File: src/rtl/pd_resp_pkg.sv
// Shared types and default values for the retention domain responder.
package pd_resp_pkg;

   // Responder state, also exported on pd_state for observation.
   typedef enum logic [1:0] {
      PD_ON    = 2'd0,
      PD_OFF   = 2'd1,
      PD_RAMP  = 2'd2,
      PD_READY = 2'd3
   } pd_state_t;

   localparam logic [31:0] CORRUPT_VAL_DEF = 32'hDEAD_BEEF;
   localparam logic [31:0] ISO_VAL_DEF     = 32'h0000_0000;
   localparam int          RAMP_CYCLES_DEF = 8;

endpackage

File: src/rtl/retention_bank.sv
// Always-on shadow bank: whole-array parallel load, whole-array parallel read.
// Only rst_n clears it; the rail switch has no effect on its contents.
module retention_bank #(
   parameter int REG_W    = 32,
   parameter int NUM_REGS = 4
) (
   input  logic                      clk,
   input  logic                      rst_n,
   input  logic                      load_en,
   input  logic [NUM_REGS*REG_W-1:0] load_data,
   output logic [NUM_REGS*REG_W-1:0] bank_data
);

   logic [NUM_REGS*REG_W-1:0] bank;

   // Snapshot the full live array in a single cycle when load_en is high.
   always_ff @(posedge clk or negedge rst_n) begin
      if (!rst_n) begin
         bank <= '0;
      end else if (load_en) begin
         bank <= load_data;
      end
   end

   assign bank_data = bank;

endmodule

File: src/rtl/retention_domain_responder.sv
// Power-domain side of the save/restore/isolation/power-switch handshake:
// switchable live registers, an always-on shadow bank, an isolated read port
// and a rail-ramp timer that reports power_up_done back to the controller.
//
// Request semantics: save and restore are level requests; only their rising
// edge (current high, previous cycle low) triggers a copy. Writes have no
// handshake: a write strobe is either accepted on the edge or silently dropped.
module retention_domain_responder
   import pd_resp_pkg::*;
#(
   parameter int               REG_W       = 32,
   parameter int               NUM_REGS    = 4,
   parameter int               RAMP_CYCLES = RAMP_CYCLES_DEF,
   parameter logic [31:0]      CORRUPT_VAL = CORRUPT_VAL_DEF,
   parameter logic [REG_W-1:0] ISO_VAL     = REG_W'(ISO_VAL_DEF)
) (
   input  logic                        clk,
   input  logic                        rst_n,
   input  logic                        save,
   input  logic                        restore,
   input  logic                        iso_en,
   input  logic                        power_switch_en,
   input  logic                        wake_req,
   input  logic                        wr_en,
   input  logic [$clog2(NUM_REGS)-1:0] wr_addr,
   input  logic [REG_W-1:0]            wr_data,
   input  logic [$clog2(NUM_REGS)-1:0] rd_addr,
   output logic [REG_W-1:0]            rd_data,
   output logic                        power_up_done,
   output logic                        ret_valid,
   output logic                        err_protocol,
   output logic [1:0]                  pd_state
);

   localparam int               CNT_W     = (RAMP_CYCLES > 1) ? $clog2(RAMP_CYCLES) : 1;
   localparam logic [CNT_W-1:0] CNT_LAST  = CNT_W'(RAMP_CYCLES - 1);
   localparam logic [REG_W-1:0] CORRUPT_W = REG_W'(CORRUPT_VAL);

   pd_state_t                 state, state_nx;
   logic                      save_q, restore_q;
   logic                      save_rise, restore_rise;
   logic [CNT_W-1:0]          cnt;
   logic [REG_W-1:0]          live [NUM_REGS];
   logic [NUM_REGS*REG_W-1:0] live_flat;
   logic [NUM_REGS*REG_W-1:0] shadow_flat;

   logic corrupt_all, do_save, do_restore, wr_ok, err_set, cnt_clr, cnt_inc;

   assign save_rise    = save & ~save_q;
   assign restore_rise = restore & ~restore_q;
   assign pd_state     = state;

   // State register.
   always_ff @(posedge clk or negedge rst_n) begin
      if (!rst_n) state <= PD_ON;
      else        state <= state_nx;
   end

   // Next-state decode plus the per-cycle control strobes for the datapath.
   always_comb begin
      state_nx    = state;
      corrupt_all = 1'b0;
      do_save     = 1'b0;
      do_restore  = 1'b0;
      wr_ok       = 1'b0;
      err_set     = 1'b0;
      cnt_clr     = 1'b0;
      cnt_inc     = 1'b0;
      case (state)
         PD_ON: begin
            if (!power_switch_en) begin
               state_nx    = PD_OFF;
               corrupt_all = 1'b1;
            end
            // Simultaneous edges are ambiguous, so neither copy is honoured.
            if (save_rise && restore_rise) begin
               err_set = 1'b1;
            end else begin
               if (save_rise) do_save = 1'b1;
               if (restore_rise) begin
                  if (ret_valid) do_restore = 1'b1;
                  else           err_set    = 1'b1;
               end
            end
            wr_ok = wr_en & ~iso_en & ~save & ~restore & power_switch_en;
         end
         PD_OFF: begin
            if (power_switch_en) begin
               state_nx = PD_ON;
               err_set  = 1'b1;
            end else if (wake_req) begin
               state_nx = PD_RAMP;
               cnt_clr  = 1'b1;
            end
         end
         PD_RAMP: begin
            if (power_switch_en) begin
               state_nx = PD_ON;
               err_set  = 1'b1;
            end else begin
               cnt_inc = 1'b1;
               if (cnt == CNT_LAST) state_nx = PD_READY;
            end
         end
         PD_READY: begin
            if (power_switch_en) state_nx = PD_ON;
         end
         default: state_nx = PD_ON;
      endcase
      // Any save/restore edge while the rail is not on is a protocol slip.
      if (state != PD_ON && (save_rise || restore_rise)) err_set = 1'b1;
   end

   // Previous-cycle copies of the request levels for edge detection.
   always_ff @(posedge clk or negedge rst_n) begin
      if (!rst_n) begin
         save_q    <= 1'b0;
         restore_q <= 1'b0;
      end else begin
         save_q    <= save;
         restore_q <= restore;
      end
   end

   // Rail-ramp counter.
   always_ff @(posedge clk or negedge rst_n) begin
      if (!rst_n)       cnt <= '0;
      else if (cnt_clr) cnt <= '0;
      else if (cnt_inc) cnt <= cnt + 1'b1;
   end

   // Live registers: power-off corruption beats restore, restore beats writes.
   always_ff @(posedge clk or negedge rst_n) begin
      if (!rst_n) begin
         for (int i = 0; i < NUM_REGS; i++) live[i] <= '0;
      end else if (corrupt_all) begin
         for (int i = 0; i < NUM_REGS; i++) live[i] <= CORRUPT_W;
      end else if (do_restore) begin
         for (int i = 0; i < NUM_REGS; i++) live[i] <= shadow_flat[i*REG_W +: REG_W];
      end else if (wr_ok) begin
         live[wr_addr] <= wr_data;
      end
   end

   // Flatten the live array for the shadow bank load port.
   always_comb begin
      live_flat = '0;
      for (int i = 0; i < NUM_REGS; i++) live_flat[i*REG_W +: REG_W] = live[i];
   end

   retention_bank #(
      .REG_W    (REG_W),
      .NUM_REGS (NUM_REGS)
   ) u_bank (
      .clk       (clk),
      .rst_n     (rst_n),
      .load_en   (do_save),
      .load_data (live_flat),
      .bank_data (shadow_flat)
   );

   // Registered read port, clamped whenever the domain is isolated or not on.
   always_ff @(posedge clk or negedge rst_n) begin
      if (!rst_n)                          rd_data <= '0;
      else if (state == PD_ON && !iso_en)  rd_data <= live[rd_addr];
      else                                 rd_data <= ISO_VAL;
   end

   // Status flags: ramp done level, snapshot valid, sticky protocol error.
   always_ff @(posedge clk or negedge rst_n) begin
      if (!rst_n) begin
         power_up_done <= 1'b0;
         ret_valid     <= 1'b0;
         err_protocol  <= 1'b0;
      end else begin
         power_up_done <= (state == PD_READY) && !power_switch_en;
         if (do_save) ret_valid    <= 1'b1;
         if (err_set) err_protocol <= 1'b1;
      end
   end

endmodule

File: config.mk
export PLATFORM = sky130hd
export DESIGN_NAME = retention_domain_responder
export DESIGN_NICKNAME = d
export VERILOG_FILES = /design/src/rtl/pd_resp_pkg.sv /design/src/rtl/retention_bank.sv /design/src/rtl/retention_domain_responder.sv
export SDC_FILE = /design/constraint.sdc
export NUM_CORES = 1
export LEC_CHECK = 0
export CORE_ASPECT_RATIO = 0.75
export CORE_UTILIZATION = 45
export CTS_CLUSTER_DIAMETER = 150
export DETAILED_ROUTE_END_ITERATION = 8
export PLACE_DENSITY = 0.65
export SETUP_SLACK_MARGIN = 0.15
export SKIP_CTS_REPAIR_TIMING = 1
export SLEW_MARGIN = 0
export SYNTH_ARGS = -nofsm -noshare
export SYNTH_HDL_FRONTEND = slang
export SYNTH_SLANG_ARGS = --single-unit
File: constraint.sdc
create_clock -name clk -period 5.8 [get_ports clk]
set_clock_uncertainty 0.15 [all_clocks]
set_input_delay 1.16 -clock clk [delete_from_list [all_inputs] [get_ports clk]]
set_output_delay 1.16 -clock clk [all_outputs]
set_load 0.02 [all_outputs]
## Word-level counts from Yosys, hierarchy flattened

Cells that the tools add are included.

| storage, ports and cells | value |
|---|---|
| bits in registers | 298 |
| word-level logic and storage cells | 91 |
| input port bits | 44 |
| output and inout port bits | 37 |

| cells by class | value |
|---|---|
| reductions and logical operators | 14 |
| add/sub/neg operators | 1 |
| equal/unequal tests | 8 |
| muxes and demuxes | 39 |
| bitwise operators | 13 |
| order comparisons | 3 |

Operator list:

| operator | count |
|---|---|
| $mux 128 | 3 |
| $bwmux 128 | 1 |
| $mux 32 | 4 |
| $bmux 32 s2 | 1 |
| $demux 32 s2 | 1 |
| $mux 1 | 19 |
| $mux 2 | 6 |
| $pmux 2 s4 | 1 |
| $and 1x1->1 | 6 |
| $ge 3x3->1 const B | 2 |
| $mux 3 | 2 |
| $ne 3x3->1 const B | 2 |
| $not 2->3 | 2 |
| $logic_and 1x1->1 | 5 |
| $not 1->1 | 5 |
| $eq 2x2->1 const B | 2 |
| $ne 2x2->1 const B | 2 |
| $reduce_and 4->1 | 1 |
| $reduce_bool 2->1 | 2 |
| $add 3x1->3 const B | 1 |
| $eq 3x3->1 const B | 1 |
| $lt 3x1->1 const B | 1 |
| $reduce_bool 3->1 | 1 |
| $eq 2x1->1 const B | 1 |
| other kinds (5) | 6 |

## Logic depth before layout (Yosys ltp)

Gate-level depths: netlist of run 1.

| logic depth | value |
|---|---|
| depth after elaboration | 9 |
| mapped depth | 9 |
| mapped depth without buffers | 6 |

## Modules after synthesis

Synthesis of run 1 repeated with hierarchy kept, for this count alone.

| unflattened totals | value |
|---|---|
| cell total of the unflattened synthesis | 1112 |
| area, all modules | 13023.7 um^2 |

Modules (own cells, without submodules):

| module | cells an instance | sequential area each (um^2) | times used | area an instance (um^2) |
|---|---|---|---|---|
| retention_domain_responder | 842 | 4254.1 | 1 | 8201.6 |
| retention_bank | 270 | 3203.1 | 1 | 4822.1 |

## Least setup slack after synthesis of run 1

No wires, ideal clock.

| path | value |
|---|---|
| path kind | input -> register |
| start | input port rd_addr[0] |
| end | register rd_data[0] |
| data required time | 5.531 ns |
| library setup time | 0.119 ns |
| slack | 3.185 ns |
| path buffers | 2 |
| arrival time | 2.346 ns |
| stages on the path | 4 |
| path through | clkbuf_1 buf_2 mux4_2 and2_1 |

| on the way | value |
|---|---|
| longest elaborated chain between the ends | 5 |

Ends and longest elaborated chain:

| item | RTL line | RTL |
|---|---|---|
| start: declaration | retention_domain_responder.sv:27 | `input logic [$clog2(NUM_REGS)-1:0] rd_addr,` |
| $not 2->3 (implied by the code) | retention_domain_responder.sv:165 | `else if (state == PD_ON && !iso_en) rd_data <= live[rd_addr];` |
| $bmux 32 s2 | retention_domain_responder.sv:165 |  |
| $mux 32 (implied by the code) (2 in a row) | retention_domain_responder.sv:165 |  |
| $mux 32 | retention_domain_responder.sv:165 |  |
| end signal: assignment | retention_domain_responder.sv:165 |  |
| end: declaration | retention_domain_responder.sv:28 | `output logic [REG_W-1:0] rd_data,` |

Every way passes these cells. The select of a mux whose other input is x is not followed.
A chain may end at the register's enable or synchronous reset.

## Worst setup path after layout of run 1

| path | value |
|---|---|
| start | input port restore |
| end | register live[33] (netlist name) |

| on the way | value |
|---|---|
| longest elaborated chain between the ends | 6 |
| elaborated cells on any way between the ends | 12 |
| classes of those cells | 6 x mux; 4 x bitwise; 2 x reduce/logical |

Ends and longest elaborated chain:

| item | RTL line | RTL |
|---|---|---|
| start: declaration | retention_domain_responder.sv:20 | `input logic restore,` |
| $and 1x1->1 | retention_domain_responder.sv:50 | `assign restore_rise = restore & ~restore_q;` |
| $mux 1 or $logic_and 1x1->1 (tied branches) | retention_domain_responder.sv:80, retention_domain_responder.sv:76 |  |
| $mux 1 | retention_domain_responder.sv:76 | `if (save_rise && restore_rise) begin` |
| $mux 1 | retention_domain_responder.sv:69 | `case (state)` |
| $mux 128 | retention_domain_responder.sv:138 | `end else if (do_restore) begin` |
| $mux 128 | retention_domain_responder.sv:136 | `end else if (corrupt_all) begin` |
| end signal: indexed assignment | retention_domain_responder.sv:141 | `live[wr_addr] <= wr_data;` |
| end: declaration | retention_domain_responder.sv:43 | `logic [REG_W-1:0] live [NUM_REGS];` |

Parallel ways exist; a longest one is shown, timed or not.

==> impl_metrics.tcl, run 1 <==
set metrics [dict create \
    outcome "completed" \
    slowest_stage "nor2_4" \
    gp_congestion 0.769 \
    hold_viol_final 0 \
    vdd_drop_max_v 0.000276 \
    synth.distinct_cells 39 \
    synthArstFlopShare 1.00 \
    clockRootBuffer "clkbuf_16" \
    area_delta_synth_final_pct 15.9 \
    cp_max_fo 64 \
    p_leak_nw 6.56 \
    setup_tns_ps 0 \
    worstSetupEndpointType "register" \
    ios 81 \
    wl_per_cell_microns 20.8 \
    cts_num_sinks 298 \
    grt_pass1_wl_microns 53000 \
    die_h_microns 151 \
    drc_errors 0 \
    power.density_nw_per_um2 423 \
    slew_headroom 0.203 \
    clkLatencyLatePin_ps 570 \
    period_minus_slack_ps 3450 \
    totalWireLength_microns 32700 \
    portBuffers 80 \
    critPathMaxStageDelay_ps 780 \
    period_share 0.595 \
    ys_ff_latch 298 \
    viasPerCell 5.70 \
    yosysTopAreaCell "dfrtp_1" \
    track_usage 0.224 \
    syn_nets 1162 \
    postSynthCellCount 1111 \
    min_path_type "reg2reg" \
    place_hpwl_microns 18000 \
    crit_chain "clkdlybuf4s50_1 -> and3b_1 -> and3_2 -> nor2_4 -> buf_12 -> a31oi_1" \
    design.die.area_sq_um 30300 \
    synth_edf_count 0 \
    seq_area_frac_synth 0.560 \
    avgSynthCellArea_sq_um 12.0 \
    n_antenna_cell 0 \
    grt_overflow 0 \
    nFillCells 2449 \
    yosys.area.top_type_share 0.560 \
    fmax_ghz 0.290 \
    worst_pin_slew_ps 1200 \
    fp.dieW_microns 201 \
    yosys-top-cells-area "dfrtp_1 56%, mux2_4 11%, nand2_1 5.5%" \
    slew_viol_final 0 \
    start_util 0.458 \
    finalNonFillerCells 1576 \
    drt_first_iter_violations 637 \
    netlist_area_sq_um 13300 \
    cts_htree_levels 1 \
    arrival_ps 3740 \
    yosys_warnings 0 \
    nets 1213 \
    drt.antenna.violating_nets 0 \
    post-route-util 0.530 \
    tritoncts "yes" \
    grt_pass1_vias 9357 \
    place_inst 1521 \
    grt_max_degree 124 \
    cts_buffers 31 \
    rsz0062_at_grt "no" \
    clk_pin_slew_ps 60 \
    rows 54 \
    holdWs_ps 344 \
    maxCapViolCount 0 \
    synthFlopType "dfrtp_1" \
    power.total_mw 6.53 \
    critical_path_class "in2reg" \
    required_ps 6080 \
    coreArea_sq_um 29100 \
    drive_above_1_share 0.196 \
    vias 8981 \
    antenna_found_initial 0 \
    first_pass_iters 4 \
    cts_buffer_depth 3 \
    crit_path_start_kind "input pin" \
    setup_viol 0 \
]
==> layout by cell type, fill, tap and decap left out, types with 3 or more instances in the layout <==
| cell type | count |
|---|---|
| a21oi_1 | 34 |
| a22o_1 | 5 |
| a22oi_1 | 33 |
| a31oi_1 | 96 |
| and2_1 | 32 |
| buf_12 | 6 |
| buf_4 | 16 |
| bufinv_16 | 3 |
| clkbuf_1 | 8 |
| clkbuf_16 | 31 |
| clkbuf_8 | 7 |
| clkdlybuf4s50_1 | 77 |
| clkinv_2 | 4 |
| dfrtp_1 | 298 |
| ha_1 | 7 |
| inv_1 | 3 |
| mux2_1 | 9 |
| mux2_2 | 20 |
| mux2_4 | 100 |
| mux4_2 | 32 |
| nand2_1 | 194 |
| nand2b_1 | 3 |
| nand3_1 | 34 |
| nor2_1 | 101 |
| nor2b_1 | 3 |
==> registers in the layout (all words and copies together), names as in the netlist <==
name	flops
ret_valid	1
err_protocol	1
save_q	1
rd_data	32
restore_q	1
cnt	3
pd_state	2
power_up_done	1
u_bank.bank_data	128
live	128
==> where the power goes <==
| part | switching (mW) | total (mW) | internal [mW] | leakage [nW] |
|---|---|---|---|---|
| registers | 0.320 | 2.91 | 2.59 | 3.20 |
| logic | 0.782 | 1.59 | 0.813 | 2.85 |
| clock network | 0.822 | 2.02 | 1.20 | 0.509 |
| total | 1.92 | 6.53 | 4.61 | 6.56 |
==> cell usage after synthesis (7+ instances only) <==
master and instances:
a21oi_1 34, a22oi_1 33, a31oi_1 96, and2_1 32
buf_2 30, buf_6 13, clkbuf_1 36, dfrtp_1 298
ha_1 7, mux2_1 9, mux2_2 20, mux2_4 100
mux4_2 32, nand2_1 194, nand3_1 35, nor2_1 102
==> stage by stage <==
step	setup slack, ps	area (sq um)
3_5_place_dp	1750	14400
6_report	2350	15400
3_3_place_gp	1800	14400
4_1_cts	2350	15400
2_1_floorplan	3180	13300
5_1_grt	2170	15400
==> final timing paths <==
| check | from | end | slack (ps) | depth (start not counted) |
|---|---|---|---|---|
| min reg2reg | u_bank.bank_data[123]$_DFFE_PN0P_ | u_bank.bank_data[123]$_DFFE_PN0P_ | 340 | 1 |
| max reg2reg | pd_state[0]$_DFFE_PN0P_ | live[33]$_DFFE_PN0P_ | 2470 | 7 |
| max | restore | live[33]$_DFFE_PN0P_ | 2350 | 6 |
| min in group asynchronous | rst_n | rd_data[26]$_DFF_PN0_ | 510 | 1 |
| min | u_bank.bank_data[123]$_DFFE_PN0P_ | u_bank.bank_data[123]$_DFFE_PN0P_ | 340 | 1 |
| max in group asynchronous | rst_n | live[105]$_DFFE_PN0P_ | 3840 | 2 |
==> worst max-delay path: cells and delay by family <==
kind / cells / cell delay (ps)
and+or+nand+nor: 3 / 1550
buffers and inverters: 2 / 800
AOI/OAI and AO/OA: 1 / 140
==> layout make-up <==
type | instances | area, sq um | share of cell area
Tap cell | 392 | 490 | 0.0318
Clock buffer | 46 | 902 | 0.0584
Multi-Input combinational cell | 725 | 5410 | 0.351
Clock inverter | 9 | 128 | 0.00826
Timing Repair Buffer | 102 | 1040 | 0.0671
Sequential cell | 298 | 7460 | 0.483
Inverter | 4 | 15.0 | 0.000972
==> layer usage <==
layer,part of all wire,GRT usage,vias up
met1,0.46,0.320,4674
met5,0,0,-
met3,0.056,0.0392,42
met2,0.46,0.357,266
met4,0.017,0.0527,0
li1,-,-,3999
==> logic make-up (layout without fill, tap and decap cells) <==
kind of cell / Yosys count / in the layout / synth area share
AND/OR/NAND/NOR: 384 / 384 / 0.124
buffers and inverters: 88 / 161 / 0.0358
multiplexers: 162 / 162 / 0.192
AO/OA/AOI/OAI: 172 / 172 / 0.0822
flip-flops: 298 / 298 / 0.560
adder cells (fa/ha/maj): 7 / 7 / 0.00657
(Power assumes the default switching activity.)
==> inputs of run 2 (changes only) <==
Clock period 5.8 ns to 3.2 ns, I/O delays scaled along.
==> impl_metrics.tcl, run 2 (same netlist as run 1, synthesis figures left out) <==
set metrics [dict create \
    drc_errors 0 \
    clkLatencyLatePin_ps 580 \
    top_layer_used "met4" \
    fp.dieW_microns 201 \
    n_antenna_cell 0 \
    place_area_sq_um 14700 \
    slew_viol_final 0 \
    area_delta_synth_final_pct 17.8 \
    slew_headroom 0.540 \
    cp_max_fo 37 \
    cts_num_sinks 298 \
    wl_met1_microns 15200 \
    drive_above_1_share 0.213 \
    required_ps 3490 \
    die_h_microns 151 \
    drt.antenna.violating_nets 0 \
    track_usage 0.225 \
    hold_viol_final 0 \
    p_leak_nw 6.71 \
    setup_viol 0 \
    holdWs_ps 346 \
    met2_length_microns 15100 \
    design.die.area_sq_um 30300 \
    setup_tns_ps 0 \
    grt_pass1_wl_microns 53200 \
    min_path_type "reg2reg" \
    drt_first_iter_violations 683 \
    vias 9035 \
    worstSetupEndpointType "register" \
    outcome "completed" \
    rows 54 \
    critical_path_class "reg2reg" \
    rsz0062_at_grt "no" \
    clockRootBuffer "clkbuf_16" \
    antenna_found_initial 0 \
    route.met3.wl_microns 1840 \
    start_util 0.458 \
    cts_buffers 30 \
    nets 1236 \
    portBuffers 80 \
    final_area_sq_um 15700 \
    fin_ws_ps 642 \
    wl_per_cell_microns 20.5 \
    power.density_nw_per_um2 751 \
    grt_overflow 0 \
    arrival_ps 2840 \
    coreArea_sq_um 29100 \
    gp_congestion 0.766 \
    grt_max_degree 76 \
    crit_path_start_kind "register" \
    worst_pin_slew_ps 690 \
    cts_buffer_depth 3 \
    final_cell_mix "298 x dfrtp_1, 194 x nand2_1, 101 x nor2_1" \
    fmax_ghz 0.391 \
    ios 81 \
    vdd_drop_max_v 0.000493 \
    nFillCells 2471 \
    final_common_cell "dfrtp_1" \
    clk_pin_slew_ps 60 \
    viasPerCell 5.64 \
    power.total_mw 11.8 \
    totalWireLength_microns 32800 \
    period_share 0.800 \
    grt_pass1_vias 9482 \
    period_minus_slack_ps 2560 \
    first_pass_iters 6 \
    place_hpwl_microns 19500 \
    dpl_worst_slack_ps 382 \
    maxCapViolCount 0 \
    tritoncts "yes" \
    cts_htree_levels 1 \
]
run 2: cell count changes in the layout (fill, tap and decap cells not counted), moves of 2 or more:
cell,previous run,this run
clkbuf_1,8,4
clkinv_2,4,11
inv_6,2,0
buf_4,16,30
buf_12,6,15
run 2: layout make-up:
type | count | area [sq um] | area share
clock inverters | 16 | 148 | 0.00941
multi-input cells | 725 | 5410 | 0.344
inverters | 4 | 15.0 | 0.000956
well taps | 392 | 490 | 0.0312
flip-flops and latches | 298 | 7460 | 0.475
repair buffers | 126 | 1330 | 0.0848
clock buffers | 40 | 848 | 0.0540
run 2: per-stage QoR:
step / util / std cells
4_1_cts: 0.539 / 1600
3_5_place_dp: 0.505 / 1544
5_1_grt: 0.539 / 1601
2_1_floorplan: - / 1111
6_report: 0.539 / 1601
3_3_place_gp: 0.505 / 1544
run 2: path summary, 6_finish.rpt:
check                                                  startpoint                           endpoint  slack [ps]  cells after the start
worst max-delay path                      pd_state[1]$_DFFE_PN0P_  u_bank.bank_data[120]$_DFFE_PN0P_         640                      6
max in group asynchronous                                   rst_n               live[56]$_DFFE_PN0P_        1610                      3
worst max register to register            pd_state[1]$_DFFE_PN0P_  u_bank.bank_data[120]$_DFFE_PN0P_         640                      6
min in group asynchronous                                   rst_n            pd_state[1]$_DFFE_PN0P_         490                      2
worst min-delay path            u_bank.bank_data[121]$_DFFE_PN0P_  u_bank.bank_data[121]$_DFFE_PN0P_         350                      1
worst min register to register  u_bank.bank_data[121]$_DFFE_PN0P_  u_bank.bank_data[121]$_DFFE_PN0P_         350                      1
run 2: critical path, cell delays in order (launching register included):
cell     delay (ps)
dfrtp_1         460
inv_1           120
ha_1            350
inv_2           110
or3b_4          580
buf_12          260
mux2_1          350
run 2: power breakdown:
part / switching, mW / total (mW) / internal, mW
Clock: 1.50 / 3.53 / 2.02
Sequential: 0.576 / 5.28 / 4.70
Combinational: 1.44 / 2.99 / 1.54
run 2: metal layers:
layer  up-vias  GRT usage
met2       289      0.362
li1       4050          -
met3        53     0.0357
met5         -          0
met1      4643      0.318
met4         0     0.0611
==> inputs of run 3 (changes only) <==
Settings changed: PLACE_DENSITY 0.65 to 0.68.
Clock period 3.2 ns to 2.3 ns, I/O delays scaled along.
==> impl_metrics.tcl, run 3 (same netlist as run 1, synthesis figures left out) <==
set metrics [dict create \
    outcome "completed" \
    final_cell_mix "296 x dfrtp_1, 194 x nand2_1, 101 x nor2_1" \
    n_antenna_cell 0 \
    design.die.area_sq_um 30300 \
    setup_viol 0 \
    slowest_stage "or3b_4" \
    die_h_microns 151 \
    antenna_found_initial 0 \
    p_leak_nw 7.04 \
    clkLatencyLatePin_ps 560 \
    r2r_cells 6 \
    fmax_ghz 0.472 \
    place_inst 1545 \
    vdd_drop_max_v 0.000558 \
    clockRootBuffer "clkbuf_16" \
    cts_num_sinks 298 \
    maxCapViolCount 0 \
    ios 81 \
    cts_buffers 30 \
    worstReg2RegEnd "u_bank.bank_data[72]$_DFFE_PN0P_" \
    worstSetupEndpointType "register" \
    fp.dieW_microns 201 \
    crit_path_start_kind "register" \
    post-route-util 0.553 \
    drt_first_iter_violations 628 \
    period_share 0.922 \
    grt_overflow 0 \
    finalNonFillerCells 1607 \
    drive_above_1_share 0.226 \
    required_ps 2590 \
    reg2reg_slack_ps 180 \
    rows 54 \
    power.density_nw_per_um2 1040 \
    grt_pass1_wl_microns 52900 \
    rsz0062_at_grt "no" \
    hold_viol_final 0 \
    start_util 0.458 \
    portBuffers 80 \
    drc_errors 0 \
    area_delta_synth_final_pct 20.9 \
    crit_chain "inv_1 -> ha_4 -> inv_2 -> or3b_4 -> clkbuf_16 -> mux2_4" \
    place_hpwl_microns 19200 \
    arrival_ps 2410 \
    cp_max_fo 17 \
    worst_pin_slew_ps 421 \
    track_usage 0.223 \
    critical_path_class "reg2reg" \
    r2r-start "pd_state[1]$_DFFE_PN0P_" \
    cts_buffer_depth 3 \
    grt_max_degree 74 \
    viasPerCell 5.75 \
    tritoncts "yes" \
    critPathMaxStageDelay_ps 510 \
    first_pass_iters 5 \
    nets 1246 \
    clk_pin_slew_ps 60 \
    period_minus_slack_ps 2120 \
    vias 9241 \
    cts_htree_levels 1 \
    slew_viol_final 0 \
    slew_headroom 0.719 \
    holdWs_ps 206 \
    gp_congestion 0.762 \
    totalWireLength_microns 34400 \
    grt_pass1_vias 9216 \
    min_path_type "in2async" \
    final_common_cell "dfrtp_1" \
    coreArea_sq_um 29100 \
    drt.antenna.violating_nets 0 \
    wl_per_cell_microns 21.4 \
]
## run 3: changes by cell type in the layout (fill, tap and decap cells not counted), moves of 3 or more
cell             change
clkdlybuf4s50_1     -12
clkbuf_16            +7
buf_16               +3
buf_12               +7
buf_4                -8
clkbuf_8             +4
dlymetal6s2s_1      +12
clkinv_2             -5
## run 3: worst max-delay path by stage
stage,from,end,slack (ps),depth (start not counted)
2_1_floorplan,pd_state[0]$_DFFE_PN0P_,live[38]$_DFFE_PN0P_,160,9
3_3_place_gp,iso_en,live[7]$_DFFE_PN0P_,-120,6
3_5_place_dp,iso_en,live[66]$_DFFE_PN0P_,-140,6
4_1_cts,pd_state[0]$_DFFE_PN0P_,live[65]$_DFFE_PN0P_,-20,7
5_1_grt,pd_state[1]$_DFFE_PN0P_,u_bank.bank_data[56]$_DFFE_PN0P_,160,6
6_report,pd_state[1]$_DFFE_PN0P_,u_bank.bank_data[72]$_DFFE_PN0P_,180,6
## run 3: critical path, delay by kind of cell (launching register included)
kind | cells | cell delay [ps]
buffers and inverters | 3 | 450
and+or+nand+nor | 1 | 510
adders and majority gates | 1 | 170
DFF | 1 | 400
muxes | 1 | 310
## run 3: per-layer routing
metal	vias up	GRT usage	routed length, microns
li1	4074	-	-
met5	-	0	0
met4	0	0.0416	533
met2	276	0.360	16200
met1	4846	0.321	15600
met3	45	0.0361	1970
## run 3: through the flow
stage	setup TNS, ps	total power [mW]	area (sq um)	worst slack, ps
after global routing	0	17.6	16100	156
after global placement	-7370	11.5	14800	-116
after detailed placement	-14410	11.7	14800	-140
after floorplan	0	10.1	13300	156
after CTS	-33.9	16.7	15800	-15.7
final	0	16.8	16100	181
## run 3: layout make-up
| class | instances | area (sq um) |
|---|---|---|
| clock buffers | 43 | 921 |
| clock inverters | 9 | 97.6 |
| fillers | 2346 | 13000 |
| inverters | 4 | 15.0 |
| multi-input cells | 726 | 5440 |
| flip-flops and latches | 298 | 7460 |
| well taps | 392 | 490 |
| repair buffers | 135 | 1690 |
## run 3: report_power, final
| part | total, mW | internal [mW] | switching (mW) |
|---|---|---|---|
| combinational | 4.47 | 2.34 | 2.13 |
| sequential | 7.34 | 6.55 | 0.795 |
| clock | 5.00 | 2.98 | 2.02 |
